<file path="src/rtl/chess_board_store_pkg.sv">
// ---------------------------------------------------------------------------
// chess_board_store_pkg
// Shared definitions for the board store and the display stage: piece and
// colour codes, command op codes, FSM states, read-map constants and the
// initial-position helpers.
// Revision: 1.0
// ---------------------------------------------------------------------------
`default_nettype none

package chess_board_store_pkg;

  // Read address that returns the turn word
  localparam logic [11:0] TURN_ADDR   = 12'd66;

  // One-hot square colours for the checker pattern
  localparam logic [3:0]  DARK_COLOR  = 4'h8;   // (row+col) even
  localparam logic [3:0]  LIGHT_COLOR = 4'h4;   // (row+col) odd

  // Piece type codes (square word bits 3:1)
  localparam logic [2:0]  PT_EMPTY  = 3'd0;
  localparam logic [2:0]  PT_KNIGHT = 3'd1;
  localparam logic [2:0]  PT_KING   = 3'd2;
  localparam logic [2:0]  PT_QUEEN  = 3'd3;
  localparam logic [2:0]  PT_BISHOP = 3'd4;
  localparam logic [2:0]  PT_ROOK   = 3'd5;
  localparam logic [2:0]  PT_PAWN   = 3'd6;

  // Piece colour codes (square word bit 0)
  localparam logic        PC_WHITE  = 1'b0;
  localparam logic        PC_BLACK  = 1'b1;

  typedef enum logic [1:0] {
    OP_MOVE      = 2'd0,
    OP_HIGHLIGHT = 2'd1,
    OP_CLEAR_HL  = 2'd2,
    OP_INIT      = 2'd3
  } cmd_op_e;

  typedef enum logic [2:0] {
    ST_IDLE    = 3'd0,
    ST_MV_DST  = 3'd1,
    ST_MV_SRC  = 3'd2,
    ST_MV_TURN = 3'd3,
    ST_SWEEP   = 3'd4,
    ST_DONE    = 3'd5
  } state_e;

  // Checker-pattern colour of a square {row[2:0], col[2:0]}
  function automatic logic [3:0] checker_color(input logic [5:0] sq);
    return (sq[3] ^ sq[0]) ? LIGHT_COLOR : DARK_COLOR;
  endfunction

  // Full square word of the starting position
  function automatic logic [7:0] init_word(input logic [5:0] sq);
    logic [2:0] row;
    logic [2:0] col;
    logic [2:0] ptype;
    logic       pcol;
    row   = sq[5:3];
    col   = sq[2:0];
    ptype = PT_EMPTY;
    pcol  = PC_WHITE;
    if (row == 3'd0 || row == 3'd7) begin
      case (col)
        3'd0, 3'd7: ptype = PT_ROOK;
        3'd1, 3'd6: ptype = PT_KNIGHT;
        3'd2, 3'd5: ptype = PT_BISHOP;
        3'd3:       ptype = PT_QUEEN;
        default:    ptype = PT_KING;
      endcase
    end else if (row == 3'd1 || row == 3'd6) begin
      ptype = PT_PAWN;
    end
    if (row >= 3'd6) pcol = PC_BLACK;
    return {checker_color(sq), ptype, pcol};
  endfunction

endpackage

`default_nettype wire

</file>
<file path="src/rtl/chess_board_store_regs.sv">
// ---------------------------------------------------------------------------
// chess_board_store_regs
// 64 x 8 board register array. One write port, two combinational peek ports
// for the command FSM, and one registered 32-bit display read port that also
// maps the turn word.
// Revision: 1.0
// ---------------------------------------------------------------------------
`default_nettype none

module chess_board_store_regs
  import chess_board_store_pkg::*;
(
  input  logic        i_clk,
  input  logic        i_rst_n,
  input  logic        i_we,
  input  logic [5:0]  i_waddr,
  input  logic [7:0]  i_wdata,
  input  logic [5:0]  i_pa_addr,
  output logic [7:0]  o_pa_data,
  input  logic [5:0]  i_pb_addr,
  output logic [7:0]  o_pb_data,
  input  logic [11:0] i_rd_addr,
  input  logic        i_turn,
  output logic [31:0] o_rd_data
);

  logic [63:0][7:0] w_sq;
  logic [31:0]      r_rd_data;

  for (genvar i = 0; i < 64; i++) begin : g_sq
    logic [7:0] r_sq;
    // Square register: starting position on reset, written by the single port
    always_ff @(posedge i_clk or negedge i_rst_n) begin
      if (!i_rst_n)                              r_sq <= init_word(6'(i));
      else if (i_we && (i_waddr == 6'(i)))       r_sq <= i_wdata;
    end
    assign w_sq[i] = r_sq;
  end

  assign o_pa_data = w_sq[i_pa_addr];
  assign o_pb_data = w_sq[i_pb_addr];

  // Display read: samples pre-write contents, so same-cycle writes read old
  always_ff @(posedge i_clk or negedge i_rst_n) begin
    if (!i_rst_n)                      r_rd_data <= '0;
    else if (i_rd_addr < 12'd64)       r_rd_data <= {24'b0, w_sq[i_rd_addr[5:0]]};
    else if (i_rd_addr == TURN_ADDR)   r_rd_data <= {31'b0, i_turn};
    else                               r_rd_data <= '0;
  end

  assign o_rd_data = r_rd_data;

endmodule

`default_nettype wire

</file>
<file path="src/rtl/chess_board_store.sv">
// ---------------------------------------------------------------------------
// chess_board_store
// Owns the chess board and turn word, serves them on the display read port
// and applies MOVE / HIGHLIGHT / CLEAR_HL / INIT commands one write per cycle.
// Optional macro PROMOTION_EN: pawns reaching the last rank become queens.
// Revision: 1.0
// ---------------------------------------------------------------------------
`default_nettype none

module chess_board_store
  import chess_board_store_pkg::*;
(
  input  logic        iVGA_CLK,
  input  logic        iRST_n,
  input  logic        cmd_valid,
  output logic        cmd_ready,
  input  logic [1:0]  cmd_op,
  input  logic [5:0]  cmd_from,
  input  logic [5:0]  cmd_to,
  input  logic [3:0]  cmd_color,
  input  logic [11:0] chess_address,
  output logic [31:0] chess_data,
  output logic        move_done,
  output logic        move_err
);

  state_e     r_state;
  cmd_op_e    r_op;
  logic [5:0] r_from;
  logic [5:0] r_to;
  logic [3:0] r_piece;
  logic [5:0] r_cnt;
  logic       r_turn;
  logic       r_cmd_ready;
  logic       r_move_done;
  logic       r_move_err;

  logic       w_accept;
  logic       w_we;
  logic [5:0] w_waddr;
  logic [7:0] w_wdata;
  logic [5:0] w_pa_addr;
  logic [5:0] w_pb_addr;
  logic [7:0] w_pa_data;
  logic [7:0] w_pb_data;
  logic [3:0] w_new_piece;
  logic [3:0] w_hl_color;

  assign w_accept = cmd_valid && r_cmd_ready;

  chess_board_store_regs u_regs (
    .i_clk     (iVGA_CLK),
    .i_rst_n   (iRST_n),
    .i_we      (w_we),
    .i_waddr   (w_waddr),
    .i_wdata   (w_wdata),
    .i_pa_addr (w_pa_addr),
    .o_pa_data (w_pa_data),
    .i_pb_addr (w_pb_addr),
    .o_pb_data (w_pb_data),
    .i_rd_addr (chess_address),
    .i_turn    (r_turn),
    .o_rd_data (chess_data)
  );

  // Piece written to the destination, optionally promoting a pawn
  always_comb begin
    w_new_piece = r_piece;
`ifdef PROMOTION_EN
    if (r_piece[3:1] == PT_PAWN &&
        ((r_piece[0] == PC_WHITE && r_to[5:3] == 3'd7) ||
         (r_piece[0] == PC_BLACK && r_to[5:3] == 3'd0)))
      w_new_piece = {PT_QUEEN, r_piece[0]};
`endif
  end

  // Peek addresses and the single board write port, driven from FSM state
  always_comb begin
    w_pa_addr  = (r_state == ST_IDLE) ? cmd_from : r_from;
    w_pb_addr  = (r_state == ST_IDLE)  ? cmd_to :
                 (r_state == ST_SWEEP) ? r_cnt  : r_to;
    w_hl_color = (cmd_color == 4'd0) ? checker_color(cmd_to) : cmd_color;
    w_we       = 1'b0;
    w_waddr    = 6'd0;
    w_wdata    = 8'd0;
    case (r_state)
      ST_IDLE: begin
        if (w_accept && cmd_op == OP_HIGHLIGHT) begin
          w_we    = 1'b1;
          w_waddr = cmd_to;
          w_wdata = {w_hl_color, w_pb_data[3:0]};
        end
      end
      ST_MV_DST: begin
        w_we    = 1'b1;
        w_waddr = r_to;
        w_wdata = {w_pb_data[7:4], w_new_piece};
      end
      ST_MV_SRC: begin
        w_we    = 1'b1;
        w_waddr = r_from;
        w_wdata = {w_pa_data[7:4], 4'd0};
      end
      ST_SWEEP: begin
        w_we    = 1'b1;
        w_waddr = r_cnt;
        w_wdata = (r_op == OP_INIT) ? init_word(r_cnt)
                                    : {checker_color(r_cnt), w_pb_data[3:0]};
      end
      default: ;
    endcase
  end

  // Command FSM with registered handshake and completion outputs
  always_ff @(posedge iVGA_CLK or negedge iRST_n) begin
    if (!iRST_n) begin
      r_state     <= ST_IDLE;
      r_op        <= OP_MOVE;
      r_from      <= 6'd0;
      r_to        <= 6'd0;
      r_piece     <= 4'd0;
      r_cnt       <= 6'd0;
      r_turn      <= 1'b0;
      r_cmd_ready <= 1'b1;
      r_move_done <= 1'b0;
      r_move_err  <= 1'b0;
    end else begin
      r_move_done <= 1'b0;
      r_move_err  <= 1'b0;
      case (r_state)
        ST_IDLE: begin
          if (w_accept) begin
            r_op        <= cmd_op_e'(cmd_op);
            r_from      <= cmd_from;
            r_to        <= cmd_to;
            r_piece     <= w_pa_data[3:0];
            r_cnt       <= 6'd0;
            r_cmd_ready <= 1'b0;
            case (cmd_op_e'(cmd_op))
              OP_MOVE: begin
                if (cmd_from == cmd_to || w_pa_data[3:1] == PT_EMPTY) begin
                  r_state     <= ST_DONE;
                  r_move_done <= 1'b1;
                  r_move_err  <= 1'b1;
                end else begin
                  r_state <= ST_MV_DST;
                end
              end
              OP_HIGHLIGHT: begin
                r_state     <= ST_DONE;
                r_move_done <= 1'b1;
              end
              default: r_state <= ST_SWEEP;
            endcase
          end
        end
        ST_MV_DST:  r_state <= ST_MV_SRC;
        ST_MV_SRC:  r_state <= ST_MV_TURN;
        ST_MV_TURN: begin
          r_turn      <= ~r_turn;
          r_state     <= ST_DONE;
          r_move_done <= 1'b1;
        end
        ST_SWEEP: begin
          if (r_cnt == 6'd63) begin
            if (r_op == OP_INIT) r_turn <= 1'b0;
            r_state     <= ST_DONE;
            r_move_done <= 1'b1;
          end else begin
            r_cnt <= r_cnt + 6'd1;
          end
        end
        ST_DONE: begin
          r_state     <= ST_IDLE;
          r_cmd_ready <= 1'b1;
        end
        default: begin
          r_state     <= ST_IDLE;
          r_cmd_ready <= 1'b1;
        end
      endcase
    end
  end

  assign cmd_ready = r_cmd_ready;
  assign move_done = r_move_done;
  assign move_err  = r_move_err;

endmodule

`default_nettype wire

</file>
<file path="config.mk">
export PLATFORM = sky130hd
export DESIGN_NAME = chess_board_store
export DESIGN_NICKNAME = d
export VERILOG_FILES = /design/src/rtl/chess_board_store_pkg.sv /design/src/rtl/chess_board_store_regs.sv /design/src/rtl/chess_board_store.sv
export SDC_FILE = /design/constraint.sdc
export NUM_CORES = 2
export LEC_CHECK = 0
export BUFFER_PORTS_ARGS = -buffer_cell sky130_fd_sc_hd__buf_2
export CAP_MARGIN = 0
export CELL_PAD_IN_SITES_DETAIL_PLACEMENT = 0
export CELL_PAD_IN_SITES_GLOBAL_PLACEMENT = 1
export CORE_ASPECT_RATIO = 0.75
export CORE_MARGIN = 2
export CORE_UTILIZATION = 52
export CTS_BUF_LIST = sky130_fd_sc_hd__clkbuf_8
export CTS_CLUSTER_DIAMETER = 120
export DETAILED_ROUTE_END_ITERATION = 16
export GPL_TIMING_DRIVEN = 1
export PLACE_DENSITY = 0.87
export SYNTH_ARGS = -nofsm -noshare
export SYNTH_HDL_FRONTEND = slang
export SYNTH_SLANG_ARGS = --single-unit
</file>
<file path="constraint.sdc">
create_clock -name iVGA_CLK -period 4.35 [get_ports iVGA_CLK]
set_input_delay 0.2175 -clock iVGA_CLK [delete_from_list [all_inputs] [get_ports iVGA_CLK]]
set_output_delay 0.2175 -clock iVGA_CLK [all_outputs]
set_load 0.02 [all_outputs]
</file>
==> qor.yml <==
status:
  status: "complete, but fails checks"
  failed_checks: "setup timing"
drt:
  first_pass_iters: 13
  vias: 35700
  drtIter0Drc: 6410
  drc_errors: 0
  drt_wl_total_microns: 161000
  ant_nets: 0
  via_per_inst: 7.15
  wl_per_cell_microns: 32.3
clocking:
  cts-buffers-inserted: 93
  h-tree-depth: 3
  cts.sinks: 551
  cts_root_buf: "clkbuf_8"
  path_clk_slew_ns: 0.06
  cts_tree: "built"
  cts_buffer_depth: 3
  clk-insertion-delay-late_ns: 0.77
worst_setup_path:
  cp_cell_sequence: "buf_4 > nor2b_1 > a22oi_1 > nor2_1 > a221oi_1 > nand2b_1 > nor2_1 > buf_4 > nor2_1 > a21oi_1"
  required_ns: 5.02
  cpMostUsedCell: "nor2_1"
  end_kind: "flip-flop"
  critPathMaxFanout: 16
  reg2reg_slack_ns: -0.09
  slowest_stage: "a221oi_1"
  critPathMaxStageDelay_ns: 0.94
  reg2reg_from: "r_state[0]"
  reg2reg_depth: 10
  cp-start-kind: "flip-flop"
  critPathBufInv: 2
  cp_top_family: "simple AND/OR/NAND/NOR gates"
  worst_ep_arrival_time_ns: 5.10
  rr_endpoint: "u_regs.g_sq[30].r_sq[3]"
  critPathKind: "reg2reg"
floorplan:
  start_util: 0.528
  die-height_microns: 236
  rows: 84
  die_w_microns: 313
  core_area_sq_um: 70500
  ios: 68
  die-area_sq_um: 73800
pwr:
  ir_drop_v: 0.000603
  p_per_area_nw_per_um2: 744
  p_total_mw: 31.0
  cellLeakagePower_nw: 17.1
synthesis:
  syn-instance-count: 3916
  syn_area_per_cell_sq_um: 9.51
  yosysUniqueCellTypes: 81
  synth_top_flop_cell: "dfrtp_1"
  synth_edf_count: 0
  ys_seq_area_frac: 0.375
  yosys_warnings: 0
  synthArstFlopShare: 1.00
  ys_ff_latch: 551
  synth_area_sq_um: 37200
placed_design:
  gp_congestion: 1.09
  dp_cells: 4793
  io_buffers: 43
  dp_hpwl_microns: 111000
  dpl_worst_slack_ns: 0.0435
timing:
  rsz0062_at_grt: "no"
  fmax_mhz: 225
  skew_ns: 0.0420
  period_needed_ns: 4.44
  timing.final.hold_violations: 0
  period_share: 1.02
  setup_viol: 8
  tns_ns: -0.301
  relSlewSlack: 0.0646
  tightest_slew_ns: 1.40
  timing.final.ws_setup_ns: -0.0851
  drv_slew: 0
global_routing:
  overflow: 0
  grt_pass1_vias: 32900
  grt_max_degree: 113
  gr-usage-all-layers: 0.433
  grt_antenna_before_repair: 5
  grt_pass1_wl_microns: 234000
finish:
  area_growth_pct: 11.8
  final_common_cell: "nand2_1"
  drive_above_1_share: 0.267
  fin_cells: 4995
  final_cell_mix: "nand2_1, nor2_1, dfrtp_1"
  nets: 4004
hold_path:
  holdCritPathClass: "in2async"
job:
  max_cap_violations: 0
registers in the layout, indices dropped and copies added (netlist names):
signal,flops
r_cnt,6
u_regs.g_sq.r_sq,512
r_from,6
move_done,1
u_regs.o_rd_data,8
move_err,1
r_piece,4
r_turn,1
r_op,2
r_state,3
cmd_ready,1
r_to,6
through the flow:
| step | area, sq um | hold slack [ns] | utilization |
|---|---|---|---|
| finish | 41700 | 0.0894 | 0.591 |
| global route | 41600 | 0.103 | 0.591 |
| CTS | 41600 | 0.0218 | 0.590 |
| detailed placement | 39400 | 0.313 | 0.559 |
| global placement | 39400 | 0.304 | 0.559 |
| floorplan | 37300 | -0.0781 | - |
area by class of cell:
class                           instances  area, sq um
Multi-Input combinational cell       2978        21600
Inverter                               22         82.6
Antenna cell                            3         7.51
Sequential cell                       551        14000
Clock buffer                          124         1710
Timing Repair Buffer                  320         2850
Clock inverter                         51          269
Tap cell                              946         1180
Fill cell                            6088        28900
worst register-to-register path, stage by stage (launching register included):
cell and delay [ns]:
dfrtp_1 0.50, buf_4 0.25, nor2b_1 0.22, a22oi_1 0.24, nor2_1 0.06, a221oi_1 0.94, nand2b_1 0.80, nor2_1 0.89
buf_4 0.29, nor2_1 0.05, a21oi_1 0.12
how the worst max path moves through the flow:
| stage | start | end | cells past startpoint |
|---|---|---|---|
| 2_1_floorplan | r_state[1] | r_state[2] | 12 |
| 3_3_place_gp | r_state[1] | u_regs.g_sq[31].r_sq[0] | 11 |
| 3_5_place_dp | r_state[1] | u_regs.g_sq[16].r_sq[0] | 11 |
| 4_1_cts | r_state[1] | u_regs.g_sq[22].r_sq[0] | 11 |
| 5_1_grt | r_state[2] | u_regs.g_sq[48].r_sq[6] | 13 |
| 6_report | r_state[0] | u_regs.g_sq[30].r_sq[3] | 10 |
power breakdown:
group          internal (mW)  switching, mW  total (mW)
Clock                   2.62           2.42        5.04
Combinational           6.09           11.8        17.9
Sequential              6.47           1.60        8.07
synthesized netlist by cell type (13+ instances only):
master / number / area share
a311oi_1: 50 / 0.012
mux2_2: 94 / 0.028
a21oi_2: 61 / 0.014
o22ai_1: 25 / 0.0042
clkbuf_1: 173 / 0.017
o211ai_1: 31 / 0.0062
buf_1: 23 / 0.0023
nand3_1: 141 / 0.019
a221oi_1: 14 / 0.0033
a41oi_1: 61 / 0.014
a22oi_1: 22 / 0.0044
mux4_2: 286 / 0.17
nand4_1: 34 / 0.0057
nor3_1: 23 / 0.0031
inv_1: 22 / 0.0022
buf_4: 36 / 0.0073
a211oi_1: 50 / 0.010
dfrtp_1: 416 / 0.28
nand2b_1: 19 / 0.0032
nor2_1: 576 / 0.058
mux2i_1: 128 / 0.034
dfstp_2: 135 / 0.095
a21oi_1: 217 / 0.029
buf_6: 13 / 0.0039
a31oi_1: 107 / 0.018
o21ai_0: 110 / 0.015
a32oi_1: 13 / 0.0031
and3_1: 52 / 0.0087
nand2_1: 692 / 0.070
buf_2: 141 / 0.019
routing by layer:
layer | vias up | wire length (microns) | GRT usage
met1 | 17300 | 58900 | 0.587
met2 | 3288 | 62700 | 0.568
met5 | - | 178 | 0.00649
li1 | 14500 | - | -
met4 | 12 | 9870 | 0.200
met3 | 653 | 29800 | 0.221
logic make-up after synthesis:
kind of cell    share of synthesized area
simple gates                        0.180
compound gates                      0.149
flops                               0.375
mux                                 0.238
buf+inv                            0.0534
xor+xnor                          0.00259
fa+ha+maj                         0.00168
other cells                      0.000101
what timing repair did:
item	CTS	global route
endpoints found under the setup margin	0	189
hold endpoints to repair	100	0
hold buffers	18	0
buffers inserted	0	5
resized for setup	0	5
Note: power is estimated with default switching activity, not from simulation.
